$ cat src/rtl/conv33_window_gen_pkg.sv
// Shared definitions for the conv33 window generator: FSM state encoding and
// default frame geometry.
package conv33_window_gen_pkg;

  typedef enum logic [1:0] {
    IDLE  = 2'd0,
    RUN   = 2'd1,
    FLUSH = 2'd2,
    DONE  = 2'd3
  } state_t;

  localparam int DEF_DATA_WIDTH = 8;
  localparam int DEF_IMG_W      = 28;
  localparam int DEF_IMG_H      = 28;

endpackage

$ cat src/rtl/conv33_window_gen_line_buffer.sv
// One-row line buffer: single-port RAM with asynchronous read, so a read and a
// write at the same address in one cycle return the old row (read-before-write).
module conv33_line_buffer
  import conv33_window_gen_pkg::*;
#(
  parameter  int DATA_WIDTH = DEF_DATA_WIDTH,
  parameter  int DEPTH      = DEF_IMG_W,
  localparam int AW         = $clog2(DEPTH)
) (
  input  logic                  clk,
  input  logic                  we,
  input  logic [AW-1:0]         addr,
  input  logic [DATA_WIDTH-1:0] wr_data,
  output logic [DATA_WIDTH-1:0] rd_data
);

  logic [DATA_WIDTH-1:0] mem [DEPTH];

  assign rd_data = mem[addr];

  // Row storage is data only; stale contents are masked by the frame counters.
  always_ff @(posedge clk) begin
    if (we) mem[addr] <= wr_data;
  end

endmodule

$ cat src/rtl/conv33_window_gen.sv
// 3x3 sliding-window generator over a raster pixel stream. Emits every
// unpadded stride-1 window of an IMG_H x IMG_W frame on a valid/ready port.
// Optional build macro CONV33_WIN_STALL_CNT_EN adds a 32-bit saturating
// backpressure cycle counter on port stall_cnt.
module conv33_window_gen
  import conv33_window_gen_pkg::*;
#(
  parameter int DATA_WIDTH = DEF_DATA_WIDTH,
  parameter int IMG_W      = DEF_IMG_W,
  parameter int IMG_H      = DEF_IMG_H
) (
  input  logic                  clk,
  input  logic                  rst,
  input  logic                  start,
  output logic                  done,
  input  logic                  valid_in,
  output logic                  ready_out,
  input  logic [DATA_WIDTH-1:0] pix_in,
  output logic                  valid_out,
  input  logic                  ready_in,
  output logic [DATA_WIDTH-1:0] out_0_0,
  output logic [DATA_WIDTH-1:0] out_0_1,
  output logic [DATA_WIDTH-1:0] out_0_2,
  output logic [DATA_WIDTH-1:0] out_1_0,
  output logic [DATA_WIDTH-1:0] out_1_1,
  output logic [DATA_WIDTH-1:0] out_1_2,
  output logic [DATA_WIDTH-1:0] out_2_0,
  output logic [DATA_WIDTH-1:0] out_2_1,
  output logic [DATA_WIDTH-1:0] out_2_2
`ifdef CONV33_WIN_STALL_CNT_EN
  ,
  output logic [31:0]           stall_cnt
`endif
);

  localparam int CW = $clog2(IMG_W);
  localparam int RW = $clog2(IMG_H);
  localparam logic [CW-1:0] COL_LAST = CW'(IMG_W - 1);
  localparam logic [RW-1:0] ROW_LAST = RW'(IMG_H - 1);
  localparam logic [CW-1:0] COL_TWO  = CW'(2);
  localparam logic [RW-1:0] ROW_TWO  = RW'(2);

  state_t                state_q, state_d;
  logic [CW-1:0]         col_q;
  logic [RW-1:0]         row_q;
  logic                  accept;
  logic                  last_pix;
  logic                  done_q;
  logic [DATA_WIDTH-1:0] lb0_out, lb1_out;
  logic [DATA_WIDTH-1:0] win_p1 [3][3];
  logic                  vld_p1;

  assign ready_out = (state_q == RUN) && (!vld_p1 || ready_in);
  assign accept    = valid_in && ready_out;
  assign last_pix  = (row_q == ROW_LAST) && (col_q == COL_LAST);
  assign done      = done_q;
  assign valid_out = vld_p1;

  // State register.
  always_ff @(posedge clk) begin
    if (rst) state_q <= IDLE;
    else     state_q <= state_d;
  end

  // Next-state logic: run until the frame's last pixel, then drain the last window.
  always_comb begin
    state_d = state_q;
    case (state_q)
      IDLE:    if (start) state_d = RUN;
      RUN:     if (accept && last_pix) state_d = FLUSH;
      FLUSH:   if (!vld_p1 || ready_in) state_d = DONE;
      DONE:    state_d = IDLE;
      default: state_d = IDLE;
    endcase
  end

  // Frame position counters: cleared on frame start, advance on every accepted pixel.
  always_ff @(posedge clk) begin
    if (rst) begin
      col_q <= '0;
      row_q <= '0;
    end else if (state_q == IDLE && start) begin
      col_q <= '0;
      row_q <= '0;
    end else if (accept) begin
      if (col_q == COL_LAST) begin
        col_q <= '0;
        row_q <= (row_q == ROW_LAST) ? '0 : row_q + RW'(1);
      end else begin
        col_q <= col_q + CW'(1);
      end
    end
  end

  // Registered done pulse, one cycle after the FSM passes through DONE.
  always_ff @(posedge clk) begin
    if (rst) done_q <= 1'b0;
    else     done_q <= (state_q == DONE);
  end

  // ---- stage p0: line buffers, chained so lb1 holds the row two above ----
  conv33_line_buffer #(.DATA_WIDTH(DATA_WIDTH), .DEPTH(IMG_W)) u_lb0 (
    .clk     (clk),
    .we      (accept),
    .addr    (col_q),
    .wr_data (pix_in),
    .rd_data (lb0_out)
  );

  conv33_line_buffer #(.DATA_WIDTH(DATA_WIDTH), .DEPTH(IMG_W)) u_lb1 (
    .clk     (clk),
    .we      (accept),
    .addr    (col_q),
    .wr_data (lb0_out),
    .rd_data (lb1_out)
  );

  // ---- stage p1: 3x3 window shift register and its valid flag ----
  // Window shifts left on accept; valid only when a full unwrapped 3x3 is present.
  always_ff @(posedge clk) begin
    if (rst) begin
      vld_p1 <= 1'b0;
      for (int r = 0; r < 3; r++)
        for (int c = 0; c < 3; c++)
          win_p1[r][c] <= '0;
    end else if (accept) begin
      for (int r = 0; r < 3; r++) begin
        win_p1[r][0] <= win_p1[r][1];
        win_p1[r][1] <= win_p1[r][2];
      end
      win_p1[0][2] <= lb1_out;
      win_p1[1][2] <= lb0_out;
      win_p1[2][2] <= pix_in;
      vld_p1       <= (row_q >= ROW_TWO) && (col_q >= COL_TWO);
    end else if (vld_p1 && ready_in) begin
      vld_p1 <= 1'b0;
    end
  end

  assign out_0_0 = win_p1[0][0];
  assign out_0_1 = win_p1[0][1];
  assign out_0_2 = win_p1[0][2];
  assign out_1_0 = win_p1[1][0];
  assign out_1_1 = win_p1[1][1];
  assign out_1_2 = win_p1[1][2];
  assign out_2_0 = win_p1[2][0];
  assign out_2_1 = win_p1[2][1];
  assign out_2_2 = win_p1[2][2];

`ifdef CONV33_WIN_STALL_CNT_EN
  function automatic logic [31:0] sat_inc(input logic [31:0] v);
    return (&v) ? v : v + 32'd1;
  endfunction

  // Backpressure cycle counter: cleared at frame start, held after the frame ends.
  always_ff @(posedge clk) begin
    if (rst)
      stall_cnt <= '0;
    else if (state_q == IDLE && start)
      stall_cnt <= '0;
    else if ((state_q == RUN || state_q == FLUSH) && vld_p1 && !ready_in)
      stall_cnt <= sat_inc(stall_cnt);
  end
`endif

endmodule

$ cat config.mk
export PLATFORM = sky130hd
export DESIGN_NAME = conv33_window_gen
export DESIGN_NICKNAME = d
export VERILOG_FILES = /design/src/rtl/conv33_window_gen_pkg.sv /design/src/rtl/conv33_window_gen_line_buffer.sv /design/src/rtl/conv33_window_gen.sv
export SDC_FILE = /design/constraint.sdc
export NUM_CORES = 1
export LEC_CHECK = 0
export BUFFER_PORTS_ARGS = -buffer_cell sky130_fd_sc_hd__clkbuf_2
export CORE_MARGIN = 10
export CORE_UTILIZATION = 35
export DETAILED_ROUTE_END_ITERATION = 6
export GPL_ROUTABILITY_DRIVEN = 0
export PLACE_DENSITY_LB_ADDON = 0.1
export SYNTH_ARGS = -nofsm -noshare
export SYNTH_HDL_FRONTEND = slang
export SYNTH_SLANG_ARGS = --single-unit
$ cat constraint.sdc
create_clock -name clk -period 4 [get_ports clk]
set_clock_uncertainty 0.2 [all_clocks]
set_input_delay 0.8 -clock clk [delete_from_list [all_inputs] [get_ports clk]]
set_output_delay 0.8 -clock clk [all_outputs]
set_load 0.005 [all_outputs]
==> impl_metrics.toml, run 1 <==
[clocking]
cts_tree = "yes"
cts_max_level = 2
cts_buffers = 58
clockBufferDepth = 3
cts_hold_buf = 0
cts.sinks = 539
clk_pin_slew_worst_paths_ns = 0.06
root_buffer = "clkbuf_16"
clk-insertion-delay-late_ns = 0.62
post_cts_buffers = 0
post_cts_resized = 0

[timing]
finalSetupViolCount = 0
tightest_slew_ns = 0.922
final-max-slew-violation-count = 0
rsz0062_at_grt = "no"
maxClockFrequency_mhz = 322
holdWs_ns = 0.319
slew_headroom = 0.382
hold_viol = 0
min_period_ns = 3.10
period_share = 0.775
tns_ns = 0

[flow_run]
cap_violations = 0

[status]
status = "finished, final reports clean"

[synth]
postSynth.asyncResetShare = 0
syn-mean-instance-area_um2 = 19.7
synth_ff_type = "edfxtp_1"
synth_largest_area_cell = "edfxtp_1"
synthesis.area_mm2 = 0.0211
synth_warnings = 0
synth_edf_count = 520
synth_cell_type_count = 58
synthCells = 1070
yosysTopAreaCellShare = 0.741
synthesis.nets = 1093
synth.area.top_cells = "edfxtp_1 (74%), mux4_2 (7.9%), mux2i_1 (4.2%)"
yosysSeqAreaShare = 0.759
synth-seq-cells = 539

[setup_path]
start_kind = "flop"
r2r-end = "u_lb1.mem[6][3]"
crit_required_ns = 4.11
crit_end = "u_lb1.mem[6][3]"
path_max_fanout = 28
r2r_cells = 6
crit_path_end_kind = "flop"
r2r_slack_ns = 0.90
critPathKind = "flop to flop"
worstPathArrival_ns = 3.21

[grt]
grt_pass1_wl_um = 77000
grtUsageMet2 = 0.249
grt_overflow_total = 0
grt_util_met1 = 0.198
track_usage = 0.150
grt.busiest_layer = "met2"
first_global_vias = 10800
grtUsageMet3 = 0.0296
grt_max_degree = 56
antenna_found_initial = 2

[worst_hold_path]
holdCritPathClass = "flop to flop"
whs_path_depth = 2

[route]
first_pass_iters = 5
viasPerCell = 5.04
via_count = 10400
drt-total-wl_um = 52800
wl_per_cell_um = 25.7
postRouteAntennaNets = 0
drtIter0Drc = 747
drc = 0

[finish]
diodes = 0
area_growth_pct = 17.1
drive_above_1_share = 0.269
layout.nets = 1257
final_common_cell = "edfxtp_1"
most-common-layout-cells = "edfxtp_1 (520), mux2i_1 (88), clkbuf_2 (87)"
layoutNonFillerInstCount = 2057

[power]
p_int_mw = 10.4
combPwrFrac = 0.106
clockPowerShare = 0.403
p_per_area_mw_per_mm2 = 549
power_frac_seq = 0.492
switchingPower_mw = 3.18
power.leakage_nw = 7.98
ir_drop_uv = 378
switching_share = 0.235

[die]
fp.dieH_um = 265
die-area_mm2 = 0.0704
num_io_pins = 88
floorplan.rows = 89
start_util = 0.355
fp.coreArea_mm2 = 0.0594
dieWidth_um = 265

[placed_design]
dp_hpwl_um = 32600
io_buffer_count = 87
dp.cells = 1947
[worst min-delay path by stage]
stage	end	startpoint
after global placement	row_q[4]	row_q[4]
after CTS	state_q[0]	rst
final	state_q[1]	state_q[1]
after floorplan	row_q[4]	row_q[4]
after global routing	done	rst
after detailed placement	state_q[1]	state_q[1]
[flip-flops by register name, summed over array words and instances, names as in the netlist, named ones only]
name	flops
u_lb1.mem	224
win_p1	72
col_q	5
row_q	5
done	1
valid_out	1
u_lb0.mem	224
state_q	2
[critical path, stage by stage (launching register included)]
cell and delay (ns):
dfxtp_4 0.56, buf_12 0.23, mux4_2 0.50, nor2b_1 0.14, a211oi_1 0.77, nor3_2 0.11
buf_4 0.28
[synthesized netlist by cell type, types with 4 or more instances]
library cell and n:
a211oi_1 6, a21o_1 5, a21oi_1 22, a22oi_1 20, and2_1 57, buf_12 5, buf_2 13, buf_4 5
buf_6 6, clkbuf_1 19, dfxtp_1 19, edfxtp_1 520, ha_1 10, inv_1 12, mux2_2 4, mux2i_1 88
mux4_1 9, mux4_2 74, nand2_1 22, nand2b_1 6, nand3_1 12, nand3b_1 4, nor2_1 39, nor2b_1 9
nor3_1 9, nor4_1 5, o211a_1 6, o21ai_0 11, or3_1 4
[stage by stage]
step / util / setup WS [ns] / power, mW / cell area, µm²
finish: 0.416 / 0.898 / 13.5 / 24700
global route: 0.416 / 0.806 / 14.1 / 24700
CTS: 0.416 / 0.820 / 13.7 / 24700
detailed placement: 0.383 / 0.846 / 8.26 / 22800
global placement: 0.383 / 0.846 / 8.24 / 22800
floorplan: - / 0.996 / 7.63 / 21100
[final cells by class]
class	count	area (µm²)
fill	5292	34700
sequential	539	16000
multi-input combinational	465	4700
clock buffer	73	1510
timing repair buffer	157	1020
tap	773	967
clock inverter	37	424
inverter	13	48.8
[logic make-up (layout without fill, tap and decap cells)]
group | Yosys count | in the layout | synth area share
buf+inv | 66 | 280 | 0.0205
mux | 175 | 175 | 0.134
fa+ha+maj | 10 | 10 | 0.00594
flops | 539 | 539 | 0.759
simple gates | 181 | 181 | 0.0466
xor+xnor | 3 | 3 | 0.00125
compound gates | 96 | 96 | 0.0323
[power groups by stage]
| stage | combinational, mW | clock [mW] | sequential (mW) |
|---|---|---|---|
| after global placement | 1.46 | 0 | 6.78 |
| after detailed placement | 1.47 | 0 | 6.78 |
| after floorplan | 0.884 | 0 | 6.75 |
| after CTS | 1.47 | 5.59 | 6.67 |
| after global routing | 1.56 | 5.83 | 6.68 |
| final | 1.43 | 5.45 | 6.66 |
[per-layer routing]
layer,share of wire,vias to the layer above
li1,-,4664
met1,0.45,5434
met2,0.48,214
met3,0.045,63
met4,0.019,2
met5,0.00025,-
No activity file was read; power rests on OpenSTA's default activity.
==> run 2, diff against run 1 <==
--- a/config.mk
+++ b/config.mk
@@ -5,6 +5,7 @@
 export SDC_FILE = /design/constraint.sdc
 export NUM_CORES = 1
 export LEC_CHECK = 0
+export ABC_AREA = 1
 export BUFFER_PORTS_ARGS = -buffer_cell sky130_fd_sc_hd__clkbuf_2
 export CORE_MARGIN = 10
 export CORE_UTILIZATION = 35
==> constraint.sdc (replaced) <==
create_clock -name clk -period 2.5 [get_ports clk]
set_clock_uncertainty 0.2 [all_clocks]
set_input_delay 0.5 -clock clk [delete_from_list [all_inputs] [get_ports clk]]
set_output_delay 0.5 -clock clk [all_outputs]
set_load 0.005 [all_outputs]
==> run 2 against run 1 <==
Effect of this change:
- combinational power rose to 3.0 times the previous value
- via count up 40%
- first-iteration DRC count up 47%
- highest routed layer is now met4
- worst hold slack worse by 0.18 ns
- die area up 4.1%
- register-to-register slack worse by 0.79 ns
- critical endpoint is now u_lb1.mem[15][4]
- utilization up 1.1 points
==> impl_metrics.toml, run 2 <==
[finish]
regArea_mm2 = 0.0160
final_common_cell = "nand2_1"
post-route-util = 0.427
diodes = 0
fillers = 5935
drive_above_1_share = 0.156
layout.nets = 2145
area_growth_pct = 20.1
layoutNonFillerInstCount = 3005
reg_top3 = "u_lb0.mem x224, u_lb1.mem x224, win_p1 x72"
multi_input_area_mm2 = 0.00496
most-common-layout-cells = "nand2_1 (523), edfxtp_1 (520), nand3_1 (232)"

[route]
viasPerCell = 4.84
drtIter0Drc = 1097
first_pass_iters = 5
drt-total-wl_um = 65200
postRouteAntennaNets = 0
wl_per_cell_um = 21.7
via_count = 14500
drc = 0

[worst_hold_path]
whs_path_depth = 4
hold_start = "start"
holdCritPathClass = "input port to flop"

[setup_path]
r2r_cells = 11
path_common_cell = "nand2_1"
r2r_slack_ns = 0.11
critPathKind = "flop to flop"
critPathSlowestCell = "dfxtp_4"
crit_required_ns = 2.64
r2r-end = "u_lb1.mem[15][4]"
cpPeakStageDelay_ns = 0.38
crit_path_end_kind = "flop"
cp_top_family = "simple AND/OR/NAND/NOR gates"
path_buf_inv = 3
path_max_fanout = 26
worst-path-stages = 11
worstPathArrival_ns = 2.53
path_cells = "buf_16 -> buf_12 -> nor2_1 -> nor2_1 -> o21ai_2 -> nand3_1 -> nand2_1 -> nand2_1 -> nand2_2 -> nand2_1 -> buf_12"
start_kind = "flop"

[synth]
postSynth.asyncResetShare = 0
synth_ff_type = "edfxtp_1"
synth.most_common_cell = "nand2_1"
yosysSeqAreaShare = 0.727
synthesis.area_mm2 = 0.0220
synth_cell_type_count = 31
synth_largest_area_cell = "edfxtp_1"
syn-mean-instance-area_um2 = 11.4
yosysTopAreaCellShare = 0.710
ys_top_cells_by_count = "nand2_1 (526), edfxtp_1 (520), nand3_1 (232)"
synthCells = 1930
synth_warnings = 0
synth.area.top_cells = "edfxtp_1 (71%), nand2_1 (9.0%), nand3_1 (5.3%)"
synthesis.nets = 1953
synth_edf_count = 520
synth-seq-cells = 539

[clocking]
clockBufferDepth = 3
root_buffer = "clkbuf_16"
clk_pin_slew_worst_paths_ns = 0.06
cts_max_level = 2
cts.sinks = 539
cts_buffers = 58
cts_tree = "yes"
clk-insertion-delay-late_ns = 0.62

[placed_design]
place_worst_setup_slack_ns = -0.0917
dp_hpwl_um = 41100
dp.cells = 2895
io_buffer_count = 87

[timing]
worst_slack_ns = 0.112
holdWs_ns = 0.138
rsz0062_at_grt = "no"
slew_headroom = 0.452
period_share = 0.955
final-max-slew-violation-count = 0
min_period_ns = 2.39
hold_viol = 0
maxClockFrequency_mhz = 419
tightest_slew_ns = 0.821
finalSetupViolCount = 0

[power]
ir_drop_uv = 549
power_mw = 23.0
power.leakage_nw = 10.2
p_per_area_mw_per_mm2 = 870

[die]
num_io_pins = 88
floorplan.rows = 91
fp.coreArea_mm2 = 0.0619
fp.dieH_um = 271
start_util = 0.355
die-area_mm2 = 0.0733
dieWidth_um = 271

[grt]
first_global_vias = 14700
grt_max_degree = 87
grt_pass1_wl_um = 96400
antenna_found_initial = 2
track_usage = 0.174
grt_overflow_total = 0

[status]
status = "finished, final reports clean"

[flow_run]
cap_violations = 0
==> run 2: cell families after synthesis <==
logic type | after synthesis | synth area share
xor+xnor | 2 | 0.000796
compound gates | 124 | 0.0301
fa+ha+maj | 10 | 0.00569
flops | 539 | 0.727
simple gates | 1002 | 0.186
buf+inv | 253 | 0.0501
==> run 2: power by group <==
part / total [mW] / switching [mW] / internal (mW)
clock: 7.96 / 3.52 / 4.44
combinational: 4.23 / 2.83 / 1.40
sequential: 10.8 / 0.161 / 10.6
==> run 2: repair_timing <==
action / CTS / global route
hold endpoints to repair: 2 / 0
pin swaps: 2 / 0
gates resized for setup: 4 / 5
gates cloned: 0 / 1
hold buffers: 2 / 0
endpoints found under the setup margin: 29 / 99
setup buffers: 0 / 1
==> run 2: how the worst max path moves through the flow <==
stage,startpoint,to
finish,flop,u_lb1.mem[15][4]
global route,flop,u_lb1.mem[9][2]
CTS,flop,win_p1[0][26]
detailed placement,flop,u_lb1.mem[8][4]
global placement,flop,u_lb1.mem[9][4]
floorplan,ready_in,win_p1[0][0]
==> run 2: per-layer routing <==
| layer | up-vias | share of wire | track usage | wire length [µm] |
|---|---|---|---|---|
| met5 | - | 0 | 0 | 0 |
| met4 | 0 | 0.032 | 0.0644 | 2110 |
| met3 | 109 | 0.042 | 0.0202 | 2740 |
| met2 | 353 | 0.49 | 0.297 | 32000 |
| met1 | 7144 | 0.43 | 0.225 | 28300 |
| li1 | 6928 | - | - | - |
==> run 2: worst reg2reg max path, stage by stage, from the launching register on <==
cell and delay (ns):
dfxtp_4 0.38, buf_16 0.18, buf_12 0.20, nor2_1 0.13
nor2_1 0.07, o21ai_2 0.09, nand3_1 0.13, nand2_1 0.09
nand2_1 0.12, nand2_2 0.19, nand2_1 0.14, buf_12 0.18
==> run 2: stage by stage <==
step	instance area, µm²	TNS, ns
2_1_floorplan	22000	0
5_1_grt	26400	0
3_3_place_gp	24600	-2.76
3_5_place_dp	24600	-2.41
4_1_cts	26400	0
6_report	26400	0
==> run 2: cell type report <==
class / count / area share
clock buffers: 70 / 0.0566
clock inverters: 36 / 0.00867
inverters: 153 / 0.0220
multi-input cells: 1138 / 0.188
flip-flops and latches: 539 / 0.606
well taps: 837 / 0.0396
repair buffers: 232 / 0.0795
==> run 3, diff against run 2 <==
--- a/config.mk
+++ b/config.mk
@@ -5,8 +5,8 @@
 export SDC_FILE = /design/constraint.sdc
 export NUM_CORES = 1
 export LEC_CHECK = 0
-export ABC_AREA = 1
 export BUFFER_PORTS_ARGS = -buffer_cell sky130_fd_sc_hd__clkbuf_2
+export CAP_MARGIN = 20
 export CORE_MARGIN = 10
 export CORE_UTILIZATION = 35
 export DETAILED_ROUTE_END_ITERATION = 6
@@ -14,4 +14,5 @@
 export PLACE_DENSITY_LB_ADDON = 0.1
 export SYNTH_ARGS = -nofsm -noshare
 export SYNTH_HDL_FRONTEND = slang
+export SYNTH_HIERARCHICAL = 1
 export SYNTH_SLANG_ARGS = --single-unit
==> run 3 against run 2 <==
Effect of this change:
- the run now ends with setup timing left
- sequential share of layout area shrank 1.2 points
- fmax down 5.0%
- die area fell by 2.6%
- clock power grew 12%
- combinational power shrank 4%
- global-route usage fell by 2.6 points
- largest cell class unchanged
- highest routed layer unchanged
==> impl_metrics.toml, run 3 <==
[power]
switchingPower_mw = 5.81
power.leakage_nw = 9.04
combPwrFrac = 0.171
p_int_mw = 17.9
switching_share = 0.245
power_frac_seq = 0.452
clockPowerShare = 0.377
p_per_area_mw_per_mm2 = 884
ir_drop_uv = 576
power_mw = 23.7

[synth]
postSynth.asyncResetShare = 0
yosysTopAreaCellShare = 0.730
yosysSeqAreaShare = 0.743
syn-mean-instance-area_um2 = 18.6
synth_edf_count = 520
synthesis.nets = 1174
synth.most_common_cell = "edfxtp_1"
synthesis.area_mm2 = 0.0214
ys_top_cells_by_count = "edfxtp_1 (520), mux2i_1 (99), and2_1 (75)"
synth_warnings = 6
synth_ff_type = "edfxtp_1"
synth.area.top_cells = "edfxtp_1 (73%), mux2i_1 (4.6%), mux4_2 (4.4%)"
synthCells = 1153
synth_cell_type_count = 68
synth_largest_area_cell = "edfxtp_1"
synth-seq-cells = 534

[timing]
maxClockFrequency_mhz = 398
tightest_slew_ns = 0.768
rsz0062_at_grt = "yes"
period_share = 1.01
holdWs_ns = 0.148
finalSetupViolCount = 1
min_period_ns = 2.51
final-max-slew-violation-count = 0
hold_viol = 0
tns_ns = -0.0146
slew_headroom = 0.485
worst_slack_ns = -0.0146

[worst_hold_path]
holdCritPathClass = "input port to flop"
whs_path_depth = 4

[route]
drc = 0
viasPerCell = 5.02
drtIter0Drc = 763
via_count = 11500
postRouteAntennaNets = 0
drt-total-wl_um = 53900
wl_per_cell_um = 23.5
first_pass_iters = 5

[die]
start_util = 0.354
die-area_mm2 = 0.0714
floorplan.rows = 90
fp.dieH_um = 267
num_io_pins = 88
dieWidth_um = 267
fp.coreArea_mm2 = 0.0605

[clocking]
cts_tree = "yes"
cts.sinks = 534
clockBufferDepth = 3
cts_max_level = 2
cts_buffers = 57
clk-insertion-delay-late_ns = 0.61
clk_pin_slew_worst_paths_ns = 0.06
root_buffer = "clkbuf_16"

[setup_path]
start_kind = "flop"
critPathKind = "flop to flop"
r2r_cells = 7
crit_path_end_kind = "flop"
crit_required_ns = 2.67
path_max_fanout = 8
worstPathArrival_ns = 2.68

[finish]
layoutNonFillerInstCount = 2290
area_growth_pct = 25.2
regArea_mm2 = 0.0159
most-common-layout-cells = "edfxtp_1 (520), buf_4 (163), mux2i_1 (95)"
diodes = 0
post-route-util = 0.443
fillers = 5265
final_common_cell = "edfxtp_1"
final_area_mm2 = 0.0268
layout.nets = 1481
drive_above_1_share = 0.341
multi_input_area_mm2 = 0.00510
reg_top3 = "u_lb0/mem x224, u_lb1/mem x224, win_p1 x72"

[status]
status = "finished with violations"
failed_checks = "setup timing"

[grt]
antenna_found_initial = 2
grt_pass1_wl_um = 78800
grt_overflow_total = 0
first_global_vias = 11800
grt_max_degree = 51
track_usage = 0.148

[placed_design]
place_area_mm2 = 0.0241
dp_hpwl_um = 34700
io_buffer_count = 87
dp.cells = 2145
place_worst_setup_slack_ns = -0.353

[flow_run]
cap_violations = 0
run 3: cell types whose count changed after synthesis, moves of 17 or more:
| cell | change |
|---|---|
| mux4_1 | +22 |
| nand3_1 | -216 |
| o21ai_0 | -67 |
| mux2i_1 | +99 |
| mux4_2 | +42 |
| inv_1 | -138 |
| a22oi_1 | +30 |
| buf_2 | -43 |
| nor2_1 | -171 |
| nor2b_1 | +17 |
| nand2_1 | -491 |
| and2_1 | +75 |
run 3: cell families after synthesis:
| logic type | share of synthesized area |
|---|---|
| buf+inv | 0.0267 |
| flops | 0.743 |
| simple gates | 0.0705 |
| fa+ha+maj | 0.00468 |
| compound gates | 0.0351 |
| mux | 0.119 |
| xor+xnor | 0.00123 |
run 3: power groups by stage:
stage / sequential (mW) / clock [mW] / combinational (mW)
floorplan: 10.9 / 0 / 1.70
global placement: 10.9 / 0 / 3.49
detailed placement: 10.9 / 0 / 3.51
CTS: 10.7 / 9.17 / 3.91
global route: 10.7 / 9.51 / 4.35
finish: 10.7 / 8.92 / 4.05
run 3: worst paths after layout:
path                    to          start  slack [ns]
min reg2reg  win_p1[0][63]  win_p1[0][55]        0.35
max reg2reg   win_p1[0][3]       col_q[0]       -0.01
max           win_p1[0][3]       col_q[0]       -0.01
min             state_q[1]          start        0.15
run 3: layer usage:
metal,routed length [µm],global-route usage,vias to the layer above
met5,0,0,-
met4,1020,0.0361,0
met3,2250,0.0215,70
met2,24600,0.234,244
met1,26000,0.213,5963
li1,-,-,5210
run 3: timing repair:
item	4_1_cts	5_1_grt
endpoints found under the hold margin	3	0
setup endpoints to repair	209	138
pin swaps	12	16
buffers inserted	15	14
gates cloned	6	5
resized for setup	44	38
hold buffers	1	0
run 3: area by class of cell:
class	count	share of cell area
clock buffer	61	0.0546
sequential	534	0.594
tap	782	0.0365
multi-input combinational	548	0.191
inverter	10	0.00140
timing repair buffer	309	0.103
clock inverter	46	0.0195
run 3: critical path, cell delays in order (launching register included):
cell     delay, ns
dfxtp_4       0.45
buf_12        0.16
buf_16        0.14
buf_12        0.14
mux4_2        0.51
a22oi_2       0.37
nand4_1       0.16
and2_1        0.15
